$ cat src/rtl/alu_pkg.sv
// Shared types for the nibble-serial ALU: command encoding, core control bundle, widths.
`default_nettype none

package alu_pkg;

    localparam int NIBBLE_W = 4;
    localparam int WORD_W   = 32;

    typedef enum logic [2:0] {
        ADD   = 3'd0,
        SUB   = 3'd1,
        AND   = 3'd2,
        OR    = 3'd3,
        XOR   = 3'd4,
        LSHFT = 3'd5,
        RSHFT = 3'd6,
        ASR   = 3'd7
    } alu_cmd_e;

    typedef struct packed {
        alu_cmd_e cmd;
        logic     carry_in;
    } alu_ctrl_t;

endpackage

`default_nettype wire

$ cat src/rtl/nibble_alu_core.sv
// Combinational 4-bit ALU slice; the carry input doubles as the shift link between nibbles.
`default_nettype none

module nibble_alu_core
    import alu_pkg::*;
(
    input  alu_ctrl_t             ctrl,
    input  logic [NIBBLE_W-1:0]   d1,
    input  logic [NIBBLE_W-1:0]   d2,
    output logic [NIBBLE_W-1:0]   res,
    output logic                  carry_out
);

    logic [NIBBLE_W:0] sum;

    always_comb begin
        sum       = '0;
        res       = '0;
        carry_out = ctrl.carry_in;
        case (ctrl.cmd)
            ADD: begin
                sum       = {1'b0, d1} + {1'b0, d2} + {{NIBBLE_W{1'b0}}, ctrl.carry_in};
                res       = sum[NIBBLE_W-1:0];
                carry_out = sum[NIBBLE_W];
            end
            SUB: begin
                sum       = {1'b0, d1} + {1'b0, ~d2} + {{NIBBLE_W{1'b0}}, ctrl.carry_in};
                res       = sum[NIBBLE_W-1:0];
                carry_out = sum[NIBBLE_W];
            end
            AND: res = d1 & d2;
            OR:  res = d1 | d2;
            XOR: res = d1 ^ d2;
            LSHFT: begin
                res       = {d2[NIBBLE_W-2:0], ctrl.carry_in};
                carry_out = d2[NIBBLE_W-1];
            end
            // Right shifts share one path; the sign fill for ASR comes in via the seeded carry.
            RSHFT, ASR: begin
                res       = {ctrl.carry_in, d2[NIBBLE_W-1:1]};
                carry_out = d2[0];
            end
            default: res = '0;
        endcase
    end

endmodule

`default_nettype wire

$ cat src/rtl/nibble_serial_alu.sv
// Nibble-serial 32-bit ALU: one 4-bit slice per clock, 8 clocks per operation.
// Optional feature macro: NIBBLE_ALU_ASR_EN (cmd 7 = arithmetic right shift).
`default_nettype none

module nibble_serial_alu
    import alu_pkg::*;
#(
    parameter int NIBBLES = 8
)
(
    input  logic              clk,
    input  logic              reset,
    input  logic              start,
    input  logic [2:0]        cmd,
    input  logic [WORD_W-1:0] word1,
    input  logic [WORD_W-1:0] word2,
    output logic              busy,
    output logic              done,
    output logic [WORD_W-1:0] result,
    output logic              carry_out
);

    localparam logic [2:0] LAST_IDX = 3'(NIBBLES - 1);

    logic [WORD_W-1:0]   a_q;
    logic [WORD_W-1:0]   b_q;
    alu_cmd_e            cmd_q;
    logic                carry_q;
    logic [2:0]          idx_q;

    alu_cmd_e            start_cmd;
    logic                start_carry;
    logic                start_msb_first;
    logic                msb_first;
    logic                last_nibble;
    logic [4:0]          bit_base;
    logic [NIBBLE_W-1:0] d1;
    logic [NIBBLE_W-1:0] d2;
    logic [NIBBLE_W-1:0] core_res;
    logic                core_co;
    alu_ctrl_t           ctrl;

    // Decode the incoming command and seed the carry link for the first slice.
    always_comb begin
        start_cmd = alu_cmd_e'(cmd);
`ifdef NIBBLE_ALU_ASR_EN
        if (start_cmd == SUB)
            start_carry = 1'b1;
        else if (start_cmd == ASR)
            start_carry = word2[WORD_W-1];
        else
            start_carry = 1'b0;
`else
        if (start_cmd == ASR)
            start_cmd = RSHFT;
        start_carry = (start_cmd == SUB);
`endif
    end

    assign start_msb_first = (start_cmd == RSHFT) || (start_cmd == ASR);
    assign msb_first       = (cmd_q == RSHFT) || (cmd_q == ASR);
    assign last_nibble     = msb_first ? (idx_q == 3'd0) : (idx_q == LAST_IDX);

    assign bit_base = {idx_q, 2'b00};
    assign d1       = a_q[bit_base +: NIBBLE_W];
    assign d2       = b_q[bit_base +: NIBBLE_W];
    assign ctrl     = '{cmd: cmd_q, carry_in: carry_q};

    nibble_alu_core u_core (
        .ctrl      (ctrl),
        .d1        (d1),
        .d2        (d2),
        .res       (core_res),
        .carry_out (core_co)
    );

    assign carry_out = carry_q;

    always_ff @(posedge clk or negedge reset) begin
        if (!reset) begin
            a_q     <= '0;
            b_q     <= '0;
            cmd_q   <= ADD;
            carry_q <= 1'b0;
            idx_q   <= 3'd0;
            busy    <= 1'b0;
            done    <= 1'b0;
            result  <= '0;
        end else begin
            done <= 1'b0;
            if (!busy) begin
                if (start) begin
                    a_q     <= word1;
                    b_q     <= word2;
                    cmd_q   <= start_cmd;
                    carry_q <= start_carry;
                    idx_q   <= start_msb_first ? LAST_IDX : 3'd0;
                    busy    <= 1'b1;
                    result  <= '0;
                end
            end else begin
                result[bit_base +: NIBBLE_W] <= core_res;
                carry_q <= core_co;
                idx_q   <= msb_first ? (idx_q - 3'd1) : (idx_q + 3'd1);
                if (last_nibble) begin
                    busy <= 1'b0;
                    done <= 1'b1;
                end
            end
        end
    end

endmodule

`default_nettype wire

$ cat config.mk
export PLATFORM = sky130hd
export DESIGN_NAME = nibble_serial_alu
export DESIGN_NICKNAME = d
export VERILOG_FILES = /design/src/rtl/alu_pkg.sv /design/src/rtl/nibble_alu_core.sv /design/src/rtl/nibble_serial_alu.sv
export SDC_FILE = /design/constraint.sdc
export NUM_CORES = 1
export LEC_CHECK = 0
export ABC_CLOCK_PERIOD_IN_PS = 3100
export CORE_ASPECT_RATIO = 0.75
export CORE_UTILIZATION = 47
export DETAILED_ROUTE_END_ITERATION = 10
export PLACE_DENSITY = 0.76
export SLEW_MARGIN = 20
export SYNTH_ARGS = -nofsm -noshare
export SYNTH_HDL_FRONTEND = slang
export SYNTH_HIERARCHICAL = 1
export SYNTH_SLANG_ARGS = --single-unit
$ cat constraint.sdc
create_clock -name clk -period 3.1 [get_ports clk]
set_input_delay 0.465 -clock clk [delete_from_list [all_inputs] [get_ports clk]]
set_output_delay 0.465 -clock clk [all_outputs]
set_load 0.005 [all_outputs]
==> run summary <==
status - finished, violations left
failing checks - setup timing
via count - 4385
share of cells above drive strength 1 - 13.56%
Least-Margin Pin Slew - 717.1 ps
CTS root buffer - clkbuf_16
drt initial violations - 349
post-synthesis cell count - 577
initial core utilization - 49.09%
WP data required - 3370 ps
NumNets Final - 772
Rows - 33
CORE AREA - 11110 sq um
Comb power frac - 58.6%
H-tree levels - 3
Max IR drop VDD - 0.5111 mV
Int Pwr - 4770 uW
final hold violation count - 0
Antenna Nets Post-Route - 0
Clock transition at path regs - 70 ps
Synth area leader - dfrtp_1
part of the cycle the worst path needs - 101.4%
wire length on met1 - 6330 microns
Max-Slew Margin vs Limit - 52.07%
remaining global-route overflow - 0
CTS tree - done
CTS Buf Count - 9
Flop pwr share - 28.6%
Yosys top cell area share - 48.19%
Die H - 95.28 microns
Place WS - -22.62 ps
initial antenna violation count - 0
final hold slack - 110.9 ps
worst-skew pair later-pin latency - 350 ps
RSZ-0062 raised after global routing - true
critical path endpoint category - flip-flop
global-route wire length before repair - 22110 microns
Synth Register Bits - 105
remaining routing DRC violations - 0
number of synthesized flops with an enable pin - 0
pwr/cell area - 1171 nW/um^2
Clock Skews - 8.404 ps
reg-to-reg critical path endpoint - result[30]
io pins - 105
GRT Util Overall - 24.05%
largest net degree at the start of global routing - 67
synth warn - 6
number of diodes - 0
R2R Setup Slk - -40 ps
routed length per instance - 16.53 microns
Hold Path Class - input port to asynchronous set/reset pin
Final Slew Violations - 0
Pre-antenna DRT Iters - 5
routed wire length - 13660 microns
Async SR Flop Fraction - 100.0%
HPWL Detailed - 9938 microns
Commonest cells post-synth - 267 x nand2_1, 105 x dfrtp_1, 33 x mux2i_1
Synth cell types - 55
Main synth FF type - dfrtp_1
switching power - 3531 uW
Clock power frac - 12.8%
die area - 12040 sq um
area grow syn2layout - 29.99%
max-cap violation count - 0
Filler Cell Count - 896
worst-path fanout max - 8
fin crit period - 3145 ps
Setup Viol. Count Final - 8
most area-consuming cells after synthesis - dfrtp_1 48%, nand2_1 18%, mux4_2 7.0%
synthesized area - 5453 sq um
crit path DAT - 3410 ps
r2r worst-path depth - 12
met3 WL - 802 microns
Worst Path Class, Setup - flip-flop to flip-flop
Final WS setup - -44.95 ps
Synth Area per Inst - 9.450 sq um
CTS sink cnt - 105
Net Count, Synth - 667
post-synthesis sequential area ratio - 48.19%
Die W - 126.4 microns
WL met2 - 6332 microns
gp weighted congestion - 0.9065
top routing layer used - met4
Max Buffers Root-to-Sink - 2
switch share - 42.54%
routed vias/inst - 5.309
IO Port Bufs - 104
Pleak - 0.003443 uW
cell with the most instances after synthesis - nand2_1
vias in the first global route - 4423
Max Clk Rate - 318.0 MHz
r2r startpoint - idx_q[0]
CP startpoint kind - flip-flop
## metal layers
layer	vias to the layer above	track usage (%)
li1	2088	-
met1	2134	33.16
met2	145	38.95
met3	18	5.051
met4	0	6.526
met5	-	0
## flip-flops by register name, summed over array words and instances, names as in the netlist
| signal | flops |
|---|---|
| idx_q | 3 |
| a_q | 32 |
| cmd_q | 3 |
| carry_out | 1 |
| done | 1 |
| result | 32 |
| busy | 1 |
| b_q | 32 |
## metrics by stage
step	util (%)	TNS, ps	area (sq um)	cells	power (uW)
floorplan	-	0	5477	577	5439
global placement	60.31	0	6699	805	6682
detailed placement	60.31	-71.40	6699	805	6853
CTS	62.83	-6.062	6978	821	7938
global route	63.82	-1684	7088	826	8924
finish	63.82	-143.6	7088	826	8302
## worst max-delay path by stage
| stage | from | to | cells past startpoint |
|---|---|---|---|
| 2_1_floorplan | idx_q[0] | result[22] | 13 |
| 3_3_place_gp | idx_q[0] | result[8] | 10 |
| 3_5_place_dp | idx_q[0] | result[30] | 13 |
| 4_1_cts | idx_q[0] | result[30] | 12 |
| 5_1_grt | idx_q[0] | result[30] | 12 |
| 6_report | idx_q[0] | result[30] | 12 |
## cell type report
class | count | area (sq um) | area share (%)
well taps | 140 | 175.2 | 2.471
repair buffers | 127 | 1269 | 17.90
inverters | 18 | 73.82 | 1.041
clock buffers | 10 | 229.0 | 3.230
flip-flops and latches | 105 | 2628 | 37.07
clock inverters | 5 | 40.04 | 0.5649
multi-input cells | 421 | 2674 | 37.72
## what timing repair did
action | 4_1_cts | 5_1_grt
setup buffers | 1 | 6
pin swaps | 0 | 4
setup endpoints to repair | 20 | 28
hold buffers | 0 | 0
gates resized for setup | 2 | 23
## kinds of logic after synthesis
logic type,share of synthesized area [%]
adders and majority gates,5.278
DFF,48.19
xor gates and xnor gates,0.4820
and+or+nand+nor,22.72
buffers and inverters,4.452
muxes,13.56
AOI/OAI and AO/OA,5.324
## worst max-delay path, stage by stage (launching register included)
cell,delay [ps]
dfrtp_1,450
buf_6,140
mux4_2,470
nand2_1,130
nand2_4,80
fa_2,380
fa_2,390
xor2_1,150
o21ai_1,80
or3_1,330
a22oi_2,170
inv_2,120
mux2i_1,160
## power by group through the flow
| stage | logic [uW] | registers [uW] | clock network [uW] |
|---|---|---|---|
| after CTS | 4490 | 2370 | 1080 |
| after global placement | 4320 | 2360 | 0 |
| final | 4860 | 2370 | 1070 |
| after global routing | 5340 | 2440 | 1140 |
| after floorplan | 3230 | 2210 | 0 |
| after detailed placement | 4470 | 2380 | 0 |
## cell usage in the layout, fill, tap and decap left out, drive strengths merged, types with 11 or more instances in the layout
cell type / n
clkbuf: 11
ha: 15
mux4: 17
inv: 18
clkdlybuf4s50: 103
dfrtp: 105
mux2i: 33
buf: 23
nand2: 267
nor2: 11
Power figures use the tool's default switching activity.
